--- src/rtl/seg7_pkg.sv ---
// Shared types and constants for the seg7_scan_display 7-segment scan driver.
package seg7_pkg;

   localparam int unsigned SEG_W = 8;

   typedef enum logic {ST_BLANK, ST_DRIVE} state_e;

   // Hex nibble to gfedcba pattern, active-high.
   function automatic logic [6:0] hex2seg(input logic [3:0] nib);
      logic [6:0] pat;
      case (nib)
         4'h0:    pat = 7'h3F;
         4'h1:    pat = 7'h06;
         4'h2:    pat = 7'h5B;
         4'h3:    pat = 7'h4F;
         4'h4:    pat = 7'h66;
         4'h5:    pat = 7'h6D;
         4'h6:    pat = 7'h7D;
         4'h7:    pat = 7'h07;
         4'h8:    pat = 7'h7F;
         4'h9:    pat = 7'h6F;
         4'hA:    pat = 7'h77;
         4'hB:    pat = 7'h7C;
         4'hC:    pat = 7'h39;
         4'hD:    pat = 7'h5E;
         4'hE:    pat = 7'h79;
         default: pat = 7'h71;
      endcase
      return pat;
   endfunction

endpackage

--- src/rtl/seg7_scan_display_if.sv ---
// Producer-side bundle of digit values/controls and the board-facing scan pins.
interface seg7_scan_display_if #(
   parameter int unsigned DIGITS = 6
);
   import seg7_pkg::*;

   logic [4*DIGITS-1:0] hex_in;
   logic [DIGITS-1:0]   dp_in;
   logic [DIGITS-1:0]   en_mask;
   logic                lzb_en;
   logic [DIGITS-1:0]   blink_mask;
   logic [SEG_W-1:0]    seg_out;
   logic [DIGITS-1:0]   cs_out;
   logic                frame_start;

   modport master (
      output hex_in, dp_in, en_mask, lzb_en, blink_mask,
      input  seg_out, cs_out, frame_start
   );

   modport slave (
      input  hex_in, dp_in, en_mask, lzb_en, blink_mask,
      output seg_out, cs_out, frame_start
   );

endinterface

--- src/rtl/seg7_decode.sv ---
// Combinational nibble + decimal point to 8-bit active-high segment pattern.
module seg7_decode
   import seg7_pkg::*;
(
   input  logic [3:0]       nib_i,
   input  logic             dp_i,
   output logic [SEG_W-1:0] pat_o
);

   always_comb begin
      pat_o = {dp_i, hex2seg(nib_i)};
   end

endmodule

--- src/rtl/seg7_scan_display.sv ---
// Multiplexed 7-segment scan driver with frame snapshot, blanking and polarity control.
// Optional digit blinking is built when SEG7_BLINK_EN is defined.
module seg7_scan_display
   import seg7_pkg::*;
#(
   parameter int unsigned DIGITS         = 6,
   parameter int unsigned SCAN_DIV       = 200,
   parameter int unsigned BLANK_CYC      = 4,
   parameter int unsigned SEG_ACTIVE_LOW = 1,
   parameter int unsigned CS_ACTIVE_LOW  = 1,
   parameter int unsigned BLINK_FRAMES   = 64
) (
   input logic                CLK,
   input logic                RSTn,
   seg7_scan_display_if.slave bif
);

   localparam int unsigned CNT_W = (SCAN_DIV > 1) ? $clog2(SCAN_DIV) : 1;
   localparam int unsigned IDX_W = (DIGITS > 1) ? $clog2(DIGITS) : 1;
   localparam int unsigned HEX_W = 4 * DIGITS;

   // XOR masks: inactive level of each output bus, also used to apply polarity
   localparam logic [SEG_W-1:0]  SEG_OFF = (SEG_ACTIVE_LOW != 0) ? {SEG_W{1'b1}} : {SEG_W{1'b0}};
   localparam logic [DIGITS-1:0] CS_OFF  = (CS_ACTIVE_LOW != 0) ? {DIGITS{1'b1}} : {DIGITS{1'b0}};
   localparam state_e            ST_RST  = (BLANK_CYC == 0) ? ST_DRIVE : ST_BLANK;

   logic [CNT_W-1:0]  cnt_q, cnt_d;
   logic [IDX_W-1:0]  idx_q, idx_d;
   state_e            state_q, state_d;

   logic [HEX_W-1:0]  hex_q, hex_d;
   logic [DIGITS-1:0] dp_q, dp_d;
   logic [DIGITS-1:0] en_q, en_d;
   logic              lzb_q, lzb_d;

   logic [SEG_W-1:0]  seg_q, seg_d;
   logic [DIGITS-1:0] cs_q, cs_d;
   logic              fs_q, fs_d;

   logic              snap_c;
   logic [DIGITS-1:0] lz_c;
   logic [DIGITS-1:0] hot_c;
   logic [3:0]        nib_c;
   logic              dp_c;
   logic              sup_c;
   logic [SEG_W-1:0]  pat_c;
   logic              blink_off_c;
   logic [DIGITS-1:0] bmask_c;

   // Slot/digit counters, per-slot FSM and frame snapshot
   always_comb begin
      snap_c  = (cnt_q == '0) && (idx_q == '0);
      cnt_d   = cnt_q + CNT_W'(1);
      idx_d   = idx_q;
      if (cnt_q == CNT_W'(SCAN_DIV - 1)) begin
         cnt_d = '0;
         idx_d = (idx_q == IDX_W'(DIGITS - 1)) ? '0 : idx_q + IDX_W'(1);
      end
      state_d = (32'(cnt_d) < BLANK_CYC) ? ST_BLANK : ST_DRIVE;

      hex_d = hex_q;
      dp_d  = dp_q;
      en_d  = en_q;
      lzb_d = lzb_q;
      if (snap_c) begin
         hex_d = bif.hex_in;
         dp_d  = bif.dp_in;
         en_d  = bif.en_mask;
         lzb_d = bif.lzb_en;
      end
   end

`ifdef SEG7_BLINK_EN
   localparam int unsigned FRM_W = (BLINK_FRAMES > 1) ? $clog2(BLINK_FRAMES) : 1;

   logic [FRM_W-1:0]  frm_q, frm_d;
   logic              ph_q, ph_d;
   logic              bon_q, bon_d;
   logic [DIGITS-1:0] bm_q, bm_d;

   // ph_q is the phase the next frame will use; bon_q holds the phase of the current frame
   always_comb begin
      frm_d = frm_q;
      ph_d  = ph_q;
      bon_d = bon_q;
      bm_d  = bm_q;
      if (snap_c) begin
         bon_d = ph_q;
         bm_d  = bif.blink_mask;
         if (frm_q == FRM_W'(BLINK_FRAMES - 1)) begin
            frm_d = '0;
            ph_d  = ~ph_q;
         end else begin
            frm_d = frm_q + FRM_W'(1);
         end
      end
      blink_off_c = ~bon_d;
      bmask_c     = bm_d;
   end

   always_ff @(posedge CLK or negedge RSTn) begin
      if (!RSTn) begin
         frm_q <= '0;
         ph_q  <= 1'b1;
         bon_q <= 1'b1;
         bm_q  <= '0;
      end else begin
         frm_q <= frm_d;
         ph_q  <= ph_d;
         bon_q <= bon_d;
         bm_q  <= bm_d;
      end
   end
`else
   always_comb begin
      blink_off_c = 1'b0;
      bmask_c     = (BLINK_FRAMES != 0) ? bif.blink_mask : '0;
   end
`endif

   // Leading-zero chain runs from the top digit down; disabled digits let it pass
   always_comb begin
      logic run;
      logic zero;
      lz_c = '0;
      run  = lzb_d;
      zero = 1'b0;
      for (int k = DIGITS - 1; k >= 1; k--) begin
         zero    = (hex_d[4*k +: 4] == 4'h0) && !dp_d[k];
         lz_c[k] = run && zero;
         run     = run && (zero || !en_d[k]);
      end
   end

   // Selected-digit mux and suppression decision
   always_comb begin
      nib_c = 4'h0;
      dp_c  = 1'b0;
      sup_c = 1'b1;
      hot_c = '0;
      for (int k = 0; k < DIGITS; k++) begin
         if (IDX_W'(k) == idx_q) begin
            nib_c    = hex_d[4*k +: 4];
            dp_c     = dp_d[k];
            sup_c    = !en_d[k] || lz_c[k] || (blink_off_c && bmask_c[k]);
            hot_c[k] = 1'b1;
         end
      end
   end

   seg7_decode u_decode (
      .nib_i (nib_c),
      .dp_i  (dp_c),
      .pat_o (pat_c)
   );

   // Output staging: polarity applied last via the off-level masks
   always_comb begin
      seg_d = SEG_OFF;
      cs_d  = CS_OFF;
      fs_d  = snap_c;
      if (state_q == ST_DRIVE && !sup_c) begin
         seg_d = pat_c ^ SEG_OFF;
         cs_d  = hot_c ^ CS_OFF;
      end
   end

   always_ff @(posedge CLK or negedge RSTn) begin
      if (!RSTn) begin
         cnt_q   <= '0;
         idx_q   <= '0;
         state_q <= ST_RST;
         hex_q   <= '0;
         dp_q    <= '0;
         en_q    <= '0;
         lzb_q   <= 1'b0;
         seg_q   <= SEG_OFF;
         cs_q    <= CS_OFF;
         fs_q    <= 1'b0;
      end else begin
         cnt_q   <= cnt_d;
         idx_q   <= idx_d;
         state_q <= state_d;
         hex_q   <= hex_d;
         dp_q    <= dp_d;
         en_q    <= en_d;
         lzb_q   <= lzb_d;
         seg_q   <= seg_d;
         cs_q    <= cs_d;
         fs_q    <= fs_d;
      end
   end

   assign bif.seg_out     = seg_q;
   assign bif.cs_out      = cs_q;
   assign bif.frame_start = fs_q;

endmodule

--- src/flat_wrapper.sv ---
// flat-port wrapper written by rule: the top's interface ports become plain ports
module seg7_scan_display_flat import seg7_pkg::*;
#(
   parameter int unsigned DIGITS         = 6,
   parameter int unsigned SCAN_DIV       = 200,
   parameter int unsigned BLANK_CYC      = 4,
   parameter int unsigned SEG_ACTIVE_LOW = 1,
   parameter int unsigned CS_ACTIVE_LOW  = 1,
   parameter int unsigned BLINK_FRAMES   = 64
)
  (CLK, RSTn, bif_hex_in, bif_dp_in, bif_en_mask, bif_lzb_en, bif_blink_mask, bif_seg_out, bif_cs_out, bif_frame_start);
  seg7_scan_display_if #(.DIGITS(DIGITS)) bif_i ();
  input logic CLK;
  input logic RSTn;
  input wire logic [$bits(bif_i.hex_in)-1:0] bif_hex_in;
  input wire logic [$bits(bif_i.dp_in)-1:0] bif_dp_in;
  input wire logic [$bits(bif_i.en_mask)-1:0] bif_en_mask;
  input wire logic [$bits(bif_i.lzb_en)-1:0] bif_lzb_en;
  input wire logic [$bits(bif_i.blink_mask)-1:0] bif_blink_mask;
  output wire logic [$bits(bif_i.seg_out)-1:0] bif_seg_out;
  output wire logic [$bits(bif_i.cs_out)-1:0] bif_cs_out;
  output wire logic [$bits(bif_i.frame_start)-1:0] bif_frame_start;
  assign bif_i.hex_in = bif_hex_in;
  assign bif_i.dp_in = bif_dp_in;
  assign bif_i.en_mask = bif_en_mask;
  assign bif_i.lzb_en = bif_lzb_en;
  assign bif_i.blink_mask = bif_blink_mask;
  assign bif_seg_out = bif_i.seg_out;
  assign bif_cs_out = bif_i.cs_out;
  assign bif_frame_start = bif_i.frame_start;
  seg7_scan_display #(.DIGITS(DIGITS), .SCAN_DIV(SCAN_DIV), .BLANK_CYC(BLANK_CYC), .SEG_ACTIVE_LOW(SEG_ACTIVE_LOW), .CS_ACTIVE_LOW(CS_ACTIVE_LOW), .BLINK_FRAMES(BLINK_FRAMES)) u_core (.CLK(CLK), .RSTn(RSTn), .bif(bif_i));
endmodule
--- config.mk ---
export PLATFORM = sky130hd
export DESIGN_NAME = seg7_scan_display_flat
export DESIGN_NICKNAME = d
export VERILOG_FILES = /design/src/rtl/seg7_pkg.sv /design/src/rtl/seg7_scan_display_if.sv /design/src/rtl/seg7_decode.sv /design/src/rtl/seg7_scan_display.sv /design/src/flat_wrapper.sv
export SDC_FILE = /design/constraint.sdc
export NUM_CORES = 1
export LEC_CHECK = 0
export CELL_PAD_IN_SITES_DETAIL_PLACEMENT = 2
export CELL_PAD_IN_SITES_GLOBAL_PLACEMENT = 2
export CORE_MARGIN = 5
export CORE_UTILIZATION = 35
export DETAILED_ROUTE_END_ITERATION = 8
export PLACE_DENSITY_LB_ADDON = 0.1
export SLEW_MARGIN = 30
export SYNTH_ARGS = -nofsm -noshare
export SYNTH_HDL_FRONTEND = slang
export SYNTH_SLANG_ARGS = --single-unit
--- constraint.sdc ---
create_clock -name CLK -period 6.3 [get_ports CLK]
set_input_delay 1.26 -clock CLK [delete_from_list [all_inputs] [get_ports CLK]]
set_output_delay 1.26 -clock CLK [all_outputs]
set_load 0.005 [all_outputs]
Word-level counts from Yosys, hierarchy flattened
Memories as Yosys holds them, arrays and structs flattened.
Index checks and enable logic that the tools add are counted.
{ "classes": {"add_sub_neg": 2, "n_lt_le_gt_ge": 1, "n_eq_ne": 7, "mux": 33, "n_bitwise": 2, "n_reduce_logical": 44} }
{ "op_table": {"columns": ["cell", "count"], "rows": [
  ["$mux W24", 1],
  ["$mux W4", 6],
  ["$logic_not A4 Y1", 5],
  ["$mux W1", 20],
  ["$mux W6", 3],
  ["$logic_and A1 B1 Y1", 16],
  ["$mux W8", 2],
  ["$logic_not A1 Y1", 12],
  ["$logic_or A1 B1 Y1", 9],
  ["$add A8 B1 Y8 const B", 1],
  ["$eq A8 B8 Y1 const B", 1],
  ["$logic_not A8 Y1", 1],
  ["$lt A8 B3 Y1 const B", 1],
  ["$not A8 Y8", 1],
  ["$eq A2 B3 Y1 const A", 2],
  ["$eq A3 B3 Y1 const A", 2],
  ["$not A6 Y6", 1],
  ["$add A3 B1 Y3 const B", 1],
  ["$eq A1 B3 Y1 const A", 1],
  ["$eq A3 B3 Y1 const B", 1],
  ["$logic_not A3 Y1", 1],
  ["$mux W3", 1]
]} }
{ "word_totals": {"register_bits": 64, "mem_bits_ro": 112, "input_bits": 45, "output_inout_bits": 15, "elab_cells": 100, "n_memories": 1} }
{ "mem_list": {"columns": ["name", "words", "word_bits", "read_ports", "rd_clocked_by_memory_dff", "wr", "line", "rtl"], "rows": [
  ["(no name shown)", 16, 7, 1, 0, 0, "seg7_pkg.sv:11", "case (nib)"]
]} }

Longest topological paths before layout
Gate-level depths: netlist of run 1.
{ "logic_depth": {"word_depth": 20, "ltp_mapped": 13} }

Cells and area by module
From an unflattened synthesis of run 1, not the netlist that was laid out.
{ "hier_totals": {"cells_unflattened": 375, "area_unflattened_um2": 3500.9} }
{ "modules_own_cells": {"columns": ["mod", "n_inst", "cells_per_inst", "area_each_um2", "seq_area_each_um2"], "rows": [
  ["seg7_scan_display", 1, 341, 3210.6, 1619.1],
  ["seg7_decode", 1, 34, 290.3, 0.0]
]} }

Worst setup path before layout of run 1
Ideal clock, no wire load.
{ "synth_timing": {"kind": "input port to flip-flop", "from": "in bif_hex_in[16]", "to": "reg u_core.seg_q[0], in the netlist u_core.bif.seg_out[0]", "setup_ns": 0.094, "t_arrival_ns": 3.036, "setup_slack_ns": 3.170, "cell_stages": 7, "path_buffers": 0, "path_cell_list": "mux2_2 mux2_2 a22oi_1 inv_1 ha_1 and3_4 or4_1"} }
{ "synth_via": {"elab_chain_cells": 17, "word_cells_on_any_way": 27, "classes_between": "9 x mux; 1 x bitwise; 16 x reduce/logical; 1 x memory"} }
{ "synth_rtl": {"columns": ["item", "line", "rtl"], "rows": [
  ["from (decl)", "flat_wrapper.sv:15", "input wire logic [$bits(bif_i.hex_in)-1:0] bif_hex_in;"],
  ["$mux W24 *", "seg7_scan_display.sv:65", "if (snap_c) begin"],
  ["$logic_not A4 Y1", "seg7_scan_display.sv:129", "zero = (hex_d[4*k +: 4] == 4'h0) && !dp_d[k];"],
  ["$logic_and A1 B1 Y1", "seg7_scan_display.sv:129", null],
  ["$logic_or A1 B1 Y1", "seg7_scan_display.sv:131", "run = run && (zero || !en_d[k]);"],
  ["$logic_and A1 B1 Y1 (3 in a row)", "seg7_scan_display.sv:131", null],
  ["$logic_and A1 B1 Y1", "seg7_scan_display.sv:130", "lz_c[k] = run && zero;"],
  ["$logic_or A1 B1 Y1", "seg7_scan_display.sv:145", "sup_c = !en_d[k] || lz_c[k] || (blink_off_c && bmask_c[k]);"],
  ["$mux W1 (5 in a row)", "seg7_scan_display.sv:142", "if (IDX_W'(k) == idx_q) begin"],
  ["$logic_not A1 Y1", "seg7_scan_display.sv:162", "if (state_q == ST_DRIVE && !sup_c) begin"],
  ["$logic_and A1 B1 Y1", "seg7_scan_display.sv:162", null],
  ["$mux W8 *", "seg7_scan_display.sv:162", null],
  ["via u_core.seg_d[0]", "seg7_scan_display.sv:36", "logic [SEG_W-1:0] seg_q, seg_d;"],
  ["to (signal assigned)", "seg7_scan_display.sv:188", "seg_q <= seg_d;"],
  ["to (decl)", "seg7_scan_display.sv:36", null]
]} }
Mark *: on every way through the listed nets, which the timed path passes. The rest lies on a longest branch.
A chain may end at the register's enable or synchronous reset.

Worst setup path after layout of run 1
{ "layout_timing": {"from": "reg u_core.idx_q[0]", "to": "reg u_core.seg_q[0], in the netlist u_core.bif.seg_out[0]"} }
{ "layout_via": {"word_cells_on_any_way": 67, "classes_between": "5 x eq/ne; 17 x mux; 1 x bitwise; 43 x reduce/logical; 1 x memory"} }
{ "layout_rtl": {"columns": ["item", "line", "rtl"], "rows": [
  ["from (decl)", "seg7_scan_display.sv:28", "logic [IDX_W-1:0] idx_q, idx_d;"],
  ["from (signal assigned)", "seg7_scan_display.sv:182", "idx_q <= idx_d;"],
  ["$logic_not A3 Y1 *", "seg7_scan_display.sv:52", "snap_c = (cnt_q == '0) && (idx_q == '0);"],
  ["$logic_and A1 B1 Y1 *", "seg7_scan_display.sv:52", null],
  ["$mux W24 *", "seg7_scan_display.sv:65", null],
  ["via u_core.hex_d[16]", "seg7_scan_display.sv:31", "logic [HEX_W-1:0] hex_q, hex_d;"],
  ["$logic_not A4 Y1", "seg7_scan_display.sv:129", null],
  ["$logic_and A1 B1 Y1", "seg7_scan_display.sv:129", null],
  ["$logic_or A1 B1 Y1", "seg7_scan_display.sv:131", null],
  ["$logic_and A1 B1 Y1 (3 in a row)", "seg7_scan_display.sv:131", null],
  ["$logic_and A1 B1 Y1", "seg7_scan_display.sv:130", null],
  ["$logic_or A1 B1 Y1", "seg7_scan_display.sv:145", null],
  ["$mux W1 (5 in a row)", "seg7_scan_display.sv:142", null],
  ["$logic_not A1 Y1", "seg7_scan_display.sv:162", null],
  ["$logic_and A1 B1 Y1", "seg7_scan_display.sv:162", null],
  ["$mux W8 *", "seg7_scan_display.sv:162", null],
  ["via u_core.seg_d[0]", "seg7_scan_display.sv:36", null]
]} }
Marks and branches as above.

==> metrics.txt, run 1 <==
largest net degree at the start of global routing=65; Max Transition Viols Final=0; worst stage delay on the critical path=0.60 ns; number of vias per cell=5.34; Clk network pwr share=0.398; fraction of layout cells with a size suffix above 1=0.121; per-cell routed wire length=19.1 um; global-route wire length before repair=17400 um; slew at the pin with the worst max-slew slack=0.827 ns; most frequently used cell type in the post-synthesis netlist=sky130_fd_sc_hd__nand2_1; worst vdd ir=0.0983 mV; Longest Clk Path Bufs=2; dominant register cell in the synthesized netlist=sky130_fd_sc_hd__dfrtp_1; number of antenna violations at the first check in global routing=0; count of buffers added by post-CTS timing repair for setup=0; TritonCTS clock tree=done; Setup Viol. Count Final=0; library cell used as clock root buffer=sky130_fd_sc_hd__clkbuf_8; core area=9730 um2; Post-route DRC=0; Avg Cell Area, Syn=9.48 um2; Switch Pwr=0.000214 W; Initial Util=0.357; via count of the first global-routing pass=3250; signed area change from the synthesized netlist to the final layout=23.6%; # hold bufs at CTS=0; number of endpoints with negative hold slack in the final report=0; # rows=36; final period demand of the worst path=4.11 ns; category of the worst setup path capture point=register; final clock period utilization by the worst path=0.652; fraction of the core area covered by cells at the end of the flow=0.441; Die Y-Extent=110 um; P_leak=1.87 nW; clock tree skew after final layout=0.00965 ns; CTS sink cnt=64; Final ANT Viol Nets=0; number of buffer cells added on primary ports=53; P_int=0.000676 W; hold crit path type=reg -> reg; width of the chip=110 um; most instantiated cells after synthesis=sky130_fd_sc_hd__nand2_1, sky130_fd_sc_hd__dfrtp_1, sky130_fd_sc_hd__nor2_1, sky130_fd_sc_hd__o21ai_0, sky130_fd_sc_hd__dfstp_2; Clock Pin Slew Worst Setup and Hold Paths=0.07 ns; largest fanout on the critical path=36; Routed WL=10600 um; data required time of the critical path=6.56 ns; cell types with the largest area share after synthesis=sky130_fd_sc_hd__dfrtp_1, sky130_fd_sc_hd__dfstp_2, sky130_fd_sc_hd__nand2_1; proportion of synthesized chip area in sequential cells=0.466; flop and latch count out of synthesis=64; total negative slack for setup checks=0 ns; number of H-tree branching levels=3; most used cell along the critical path=sky130_fd_sc_hd__mux2_2; Peak Freq=243 MHz; global routing usage summed across all routing layers=0.189; RSZ-0062 raised after global routing=false; total nets after synthesis=419; total standard cell area after synthesis=3470 um2; max-cap viol count=0; run status=finished, final reports clean; slowest cell on the critical path=sky130_fd_sc_hd__dfrtp_1; antenna cells=0; switching power share of the total=0.241; Remaining Overflow, GRT=0; part of the total power dissipated in combinational logic=0.105; cell count after synthesis=366; number of flops mapped to enable cells by yosys=0; Arr. time, crit path=4.37 ns; I/O pins=60; slew margin rel.=0.449; global placement routability congestion=0.772; fill cell total of the finished layout=1100; largest area contributor in the synthesized netlist=sky130_fd_sc_hd__dfrtp_1; power density over cell area=207 nW/um2; via count=2958; Num CTS Buffers=9; half-perimeter wire length after placement=7770 um; nets=469; crit path kind=reg -> reg; full die area=12000 um2; initial DRC count=104; count of warnings emitted by yosys=0; share of flip-flops with an asynchronous set or reset=1.00; count of distinct cell types in the synthesized netlist=62; critical-path cell list=nor3_2 > nand3_4 > mux2_2 > mux2_2 > a22oi_1 > inv_1 > ha_1 > and3_4 > or4_1; number of instances resized during post-cts repair=0; clock latency at the later pin of the worst-skew pair=0.35 ns; Detailed Routing Iterations Pass 1=5; share of Yosys cell area claimed by the top area cell type=0.360; sequential share of power=0.497; critical path startpoint category=register
state kept, by name, summed over array words and instances, names as in the netlist:
name / cells
u_core.idx_q: 3
u_core.bif.cs_out: 6
u_core.en_q: 6
u_core.hex_q: 24
u_core.lzb_q: 1
u_core.cnt_q: 8
u_core.bif.seg_out: 8
u_core.bif.frame_start: 1
u_core.dp_q: 6
u_core.state_q: 1
power groups by stage:
stage	Combinational (W)	Clock (W)	Sequential, W
2_1_floorplan	0.0000361	0	0.000447
3_3_place_gp	0.0000920	0	0.000449
3_5_place_dp	0.0000949	0	0.000450
4_1_cts	0.0000960	0.000363	0.000443
5_1_grt	0.000104	0.000384	0.000444
6_report	0.0000938	0.000354	0.000442
cell families (layout without fill, tap and decap cells):
logic type	count (synthesis)	count (layout)	synth area share
compound gates	68	68	0.137
buf+inv	30	85	0.0389
flops	64	64	0.466
mux	22	22	0.0667
xor+xnor	5	5	0.0126
simple gates	169	169	0.249
fa+ha+maj	8	8	0.0288
cell usage in the layout, fill, tap and decap left out, types with 3 or more instances in the layout:
| cell | synthesis | layout |
|---|---|---|
| sky130_fd_sc_hd__a211o_1 | 4 | 4 |
| sky130_fd_sc_hd__a21o_1 | 4 | 4 |
| sky130_fd_sc_hd__a21oi_1 | 8 | 8 |
| sky130_fd_sc_hd__a22oi_1 | 3 | 3 |
| sky130_fd_sc_hd__and3_1 | 5 | 5 |
| sky130_fd_sc_hd__clkbuf_1 | 9 | 3 |
| sky130_fd_sc_hd__clkbuf_8 | 0 | 10 |
| sky130_fd_sc_hd__clkdlybuf4s50_1 | 0 | 52 |
| sky130_fd_sc_hd__dfrtp_1 | 50 | 50 |
| sky130_fd_sc_hd__dfstp_2 | 14 | 14 |
| sky130_fd_sc_hd__ha_1 | 8 | 8 |
| sky130_fd_sc_hd__inv_1 | 12 | 12 |
| sky130_fd_sc_hd__mux2_2 | 9 | 9 |
| sky130_fd_sc_hd__mux2i_1 | 13 | 13 |
| sky130_fd_sc_hd__nand2_1 | 85 | 85 |
| sky130_fd_sc_hd__nand3_1 | 4 | 4 |
| sky130_fd_sc_hd__nand4_1 | 6 | 6 |
| sky130_fd_sc_hd__nor2_1 | 21 | 21 |
| sky130_fd_sc_hd__nor3_1 | 6 | 6 |
| sky130_fd_sc_hd__o211ai_1 | 3 | 3 |
| sky130_fd_sc_hd__o21a_1 | 3 | 3 |
| sky130_fd_sc_hd__o21ai_0 | 21 | 21 |
| sky130_fd_sc_hd__or3_1 | 7 | 7 |
| sky130_fd_sc_hd__or4_1 | 13 | 13 |
| sky130_fd_sc_hd__xnor2_1 | 4 | 4 |
layer usage:
metal	vias up	track usage	share of wire
met3	8	0.0341	0.034
met2	53	0.321	0.49
met5	-	0	0
met4	0	0.0516	0.0095
met1	1492	0.248	0.47
li1	1405	-	-
final cells by class:
type,instances,area (um2),share of cell area
clock inverters,3,42.5,0.00991
flip-flops and latches,64,1620,0.377
well taps,133,166,0.0388
repair buffers,55,541,0.126
multi-input cells,272,1720,0.401
clock buffers,13,149,0.0347
inverters,14,52.6,0.0122
metrics by stage:
stage	power [W]	hold WS [ns]	instances	setup slack, ns	cell area (um2)
after detailed placement	0.000545	0.465	538	2.26	4100
final	0.000890	0.475	554	2.19	4290
after floorplan	0.000483	0.438	366	3.17	3470
after global placement	0.000541	0.452	538	2.30	4100
after global routing	0.000933	0.506	554	1.95	4290
after CTS	0.000902	0.483	554	2.18	4290
final timing paths:
kind,cells after the start,endpoint,from,slack (ns)
max reg2reg,9,u_core.bif.seg_out[0],u_core.idx_q[0],2.19
min reg2reg,2,u_core.hex_q[0],u_core.hex_q[0],0.48
max in group asynchronous,2,u_core.en_q[4],RSTn,4.67
min in group asynchronous,2,u_core.cnt_q[2],RSTn,1.09
max,9,u_core.bif.seg_out[0],u_core.idx_q[0],2.19
min,2,u_core.hex_q[0],u_core.hex_q[0],0.48
worst max-delay path: cells and delay by family, from the launching register on:
| family | cells | cell delay (ns) |
|---|---|---|
| AND/OR/NAND/NOR | 4 | 1.77 |
| multiplexers | 2 | 0.75 |
| flip-flops | 1 | 0.60 |
| AO/OA/AOI/OAI | 1 | 0.47 |
| adder cells (fa/ha/maj) | 1 | 0.26 |
| buffers and inverters | 1 | 0.15 |
Note: power is estimated with default switching activity, not from simulation.
==> run 2, diff against run 1 <==
--- a/config.mk
+++ b/config.mk
@@ -8,7 +8,7 @@
 export CELL_PAD_IN_SITES_DETAIL_PLACEMENT = 2
 export CELL_PAD_IN_SITES_GLOBAL_PLACEMENT = 2
 export CORE_MARGIN = 5
-export CORE_UTILIZATION = 35
+export CORE_UTILIZATION = 30
 export DETAILED_ROUTE_END_ITERATION = 8
 export PLACE_DENSITY_LB_ADDON = 0.1
 export SLEW_MARGIN = 30
==> constraint.sdc (replaced) <==
create_clock -name CLK -period 3.5 [get_ports CLK]
set_input_delay 0.7 -clock CLK [delete_from_list [all_inputs] [get_ports CLK]]
set_output_delay 0.7 -clock CLK [all_outputs]
set_load 0.005 [all_outputs]
==> metrics.txt, run 2 (synthesis gave the netlist of run 1 again) <==
largest net degree at the start of global routing=44 (-32%); half-perimeter wire length after placement=8670 um (+12%); global routing usage summed across all routing layers=0.172 (-0.0174); critical-path cell list=nor4_4 > nand3_4 > buf_4 > or3_1 > a2111oi_1 > o32ai_1 > buf_4 > o21ai_2 > buf_4 > a221o_1; P_leak=2.05 nW (+9.8%); commonest cells after routing, fill and taps aside=sky130_fd_sc_hd__nand2_1, sky130_fd_sc_hd__clkdlybuf4s50_1, sky130_fd_sc_hd__dfrtp_1, sky130_fd_sc_hd__buf_4; largest fanout on the critical path=29 (-19%); most common library cell in the layout ignoring fill and taps=sky130_fd_sc_hd__nand2_1; number of buffer cells added on primary ports=53 (unchanged); power density over cell area=402 nW/um2 (+94%); hold crit path type=in -> async; # rows=39 (+8.3%); count of buffers added by post-CTS timing repair for setup=0 (unchanged); RSZ-0062 raised after global routing=false; initial DRC count=83 (-20%); full die area=13800 um2 (+15%); Peak Freq=309 MHz (+27%); global placement routability congestion=0.801 (+3.7%); Largest register FFs=24 (unchanged); most used cell along the critical path=sky130_fd_sc_hd__buf_4; per-cell routed wire length=19.5 um (+2.2%); CTS sink cnt=64 (unchanged); width of the chip=118 um (+7.3%); Routed WL=11400 um (+8.1%); data required time of the critical path=3.78 ns (-2.78 ns); Die Y-Extent=118 um (+7.3%); Initial Util=0.305 (-0.0515); total negative slack for setup checks=0 ns (unchanged); number of endpoints with negative hold slack in the final report=0 (unchanged); signed area change from the synthesized netlist to the final layout=31.5%; critical path startpoint category=register; global-route wire length before repair=18900 um (+9.1%); Remaining Overflow, GRT=0 (unchanged); final period demand of the worst path=3.24 ns (-0.873 ns); count of buffer and inverter cells on the critical path=3 (+2); Post-route DRC=0 (unchanged); Max Transition Viols Final=0 (unchanged); slew margin rel.=0.547 (+0.0989); number of antenna violations at the first check in global routing=0 (unchanged); Detailed Routing Iterations Pass 1=4 (-1); number of vias per cell=5.19 (-2.7%); largest register by flop count=u_core.hex_q; clock tree skew after final layout=0.00809 ns (-0.00156 ns); Final ANT Viol Nets=0 (unchanged); TritonCTS clock tree=done; clock latency at the later pin of the worst-skew pair=0.34 ns (about the same); crit path kind=reg -> reg; Num CTS Buffers=9 (unchanged); library cell used as clock root buffer=sky130_fd_sc_hd__clkbuf_16; fraction of layout cells with a size suffix above 1=0.167 (+0.0459); via count of the first global-routing pass=3472 (+6.8%); Setup Viol. Count Final=0 (unchanged); Longest Clk Path Bufs=2 (unchanged); number of H-tree branching levels=3 (unchanged); fill cell total of the finished layout=1274 (+16%); nets=491 (+4.7%); slowest cell on the critical path=sky130_fd_sc_hd__dfrtp_1; Clock Pin Slew Worst Setup and Hold Paths=0.05 ns (-0.02 ns); core area=11400 um2 (+17%); worst stage delay on the critical path=0.51 ns (-0.09 ns); antenna cells=0 (unchanged); total power=0.00184 W (+110%); max-cap viol count=0 (unchanged); via count=3044 (+2.9%); worst vdd ir=0.169 mV (+72%); Arr. time, crit path=3.51 ns (-0.86 ns); category of the worst setup path capture point=register; slew at the pin with the worst max-slew slack=0.677 ns (-0.151 ns); final clock period utilization by the worst path=0.925 (+0.272); I/O pins=60 (unchanged); cell family with the largest share of critical-path delay=simple AND/OR/NAND/NOR gates; run status=finished, final reports clean
## run 2: area by class of cell
type / instances / area (um2) / share of cell area
Clock buffer: 13 / 270 / 0.0592
Timing Repair Buffer: 77 / 706 / 0.155
Inverter: 14 / 52.6 / 0.0115
Sequential cell: 64 / 1620 / 0.355
Multi-Input combinational cell: 272 / 1720 / 0.378
Tap cell: 143 / 179 / 0.0392
Clock inverter: 3 / 15.0 / 0.00329
## run 2: path summary, 6_finish.rpt
kind	from	endpoint	slack (ns)	depth (start not counted)
worst max register to register	u_core.cnt_q[2]	u_core.bif.seg_out[1]	0.26	10
worst min register to register	u_core.en_q[0]	u_core.en_q[0]	0.47	2
worst max-delay path	u_core.cnt_q[2]	u_core.bif.seg_out[1]	0.26	10
worst min-delay path	RSTn	u_core.cnt_q[0]	0.34	1
min in group CLK	u_core.en_q[0]	u_core.en_q[0]	0.47	2
max in group asynchronous	RSTn	u_core.bif.seg_out[1]	2.20	2
## run 2: power breakdown
group	total, W	switching [W]	internal (W)
Combinational	0.000177	0.0000820	0.0000953
Clock	0.000863	0.000330	0.000533
Sequential	0.000797	0.0000174	0.000780
## run 2: repair_timing
action / CTS / global route
hold buffers: 0 / 0
endpoints found under the setup margin: 0 / 8
resized for setup: 0 / 2
## run 2: stage by stage
| step | worst slack [ns] | hold slack, ns | cells | utilization | cell area (um2) |
|---|---|---|---|---|---|
| final | 0.263 | 0.340 | 586 | 0.402 | 4570 |
| after global routing | 0.0226 | 0.391 | 586 | 0.402 | 4570 |
| after CTS | 0.0884 | 0.363 | 586 | 0.401 | 4560 |
| after detailed placement | 0.0881 | 0.465 | 570 | 0.376 | 4270 |
| after global placement | 0.156 | 0.453 | 570 | 0.376 | 4270 |
| after floorplan | 0.441 | 0.404 | 366 | - | 3470 |
## run 2: metal layers
layer / up-vias / share of wire / wire length, um / global-route usage
li1: 1451 / - / - / -
met1: 1521 / 0.46 / 5240 / 0.221
met2: 59 / 0.49 / 5640 / 0.290
met3: 13 / 0.035 / 404 / 0.0312
met4: 0 / 0.013 / 151 / 0.0595
met5: - / 0 / 0 / 0
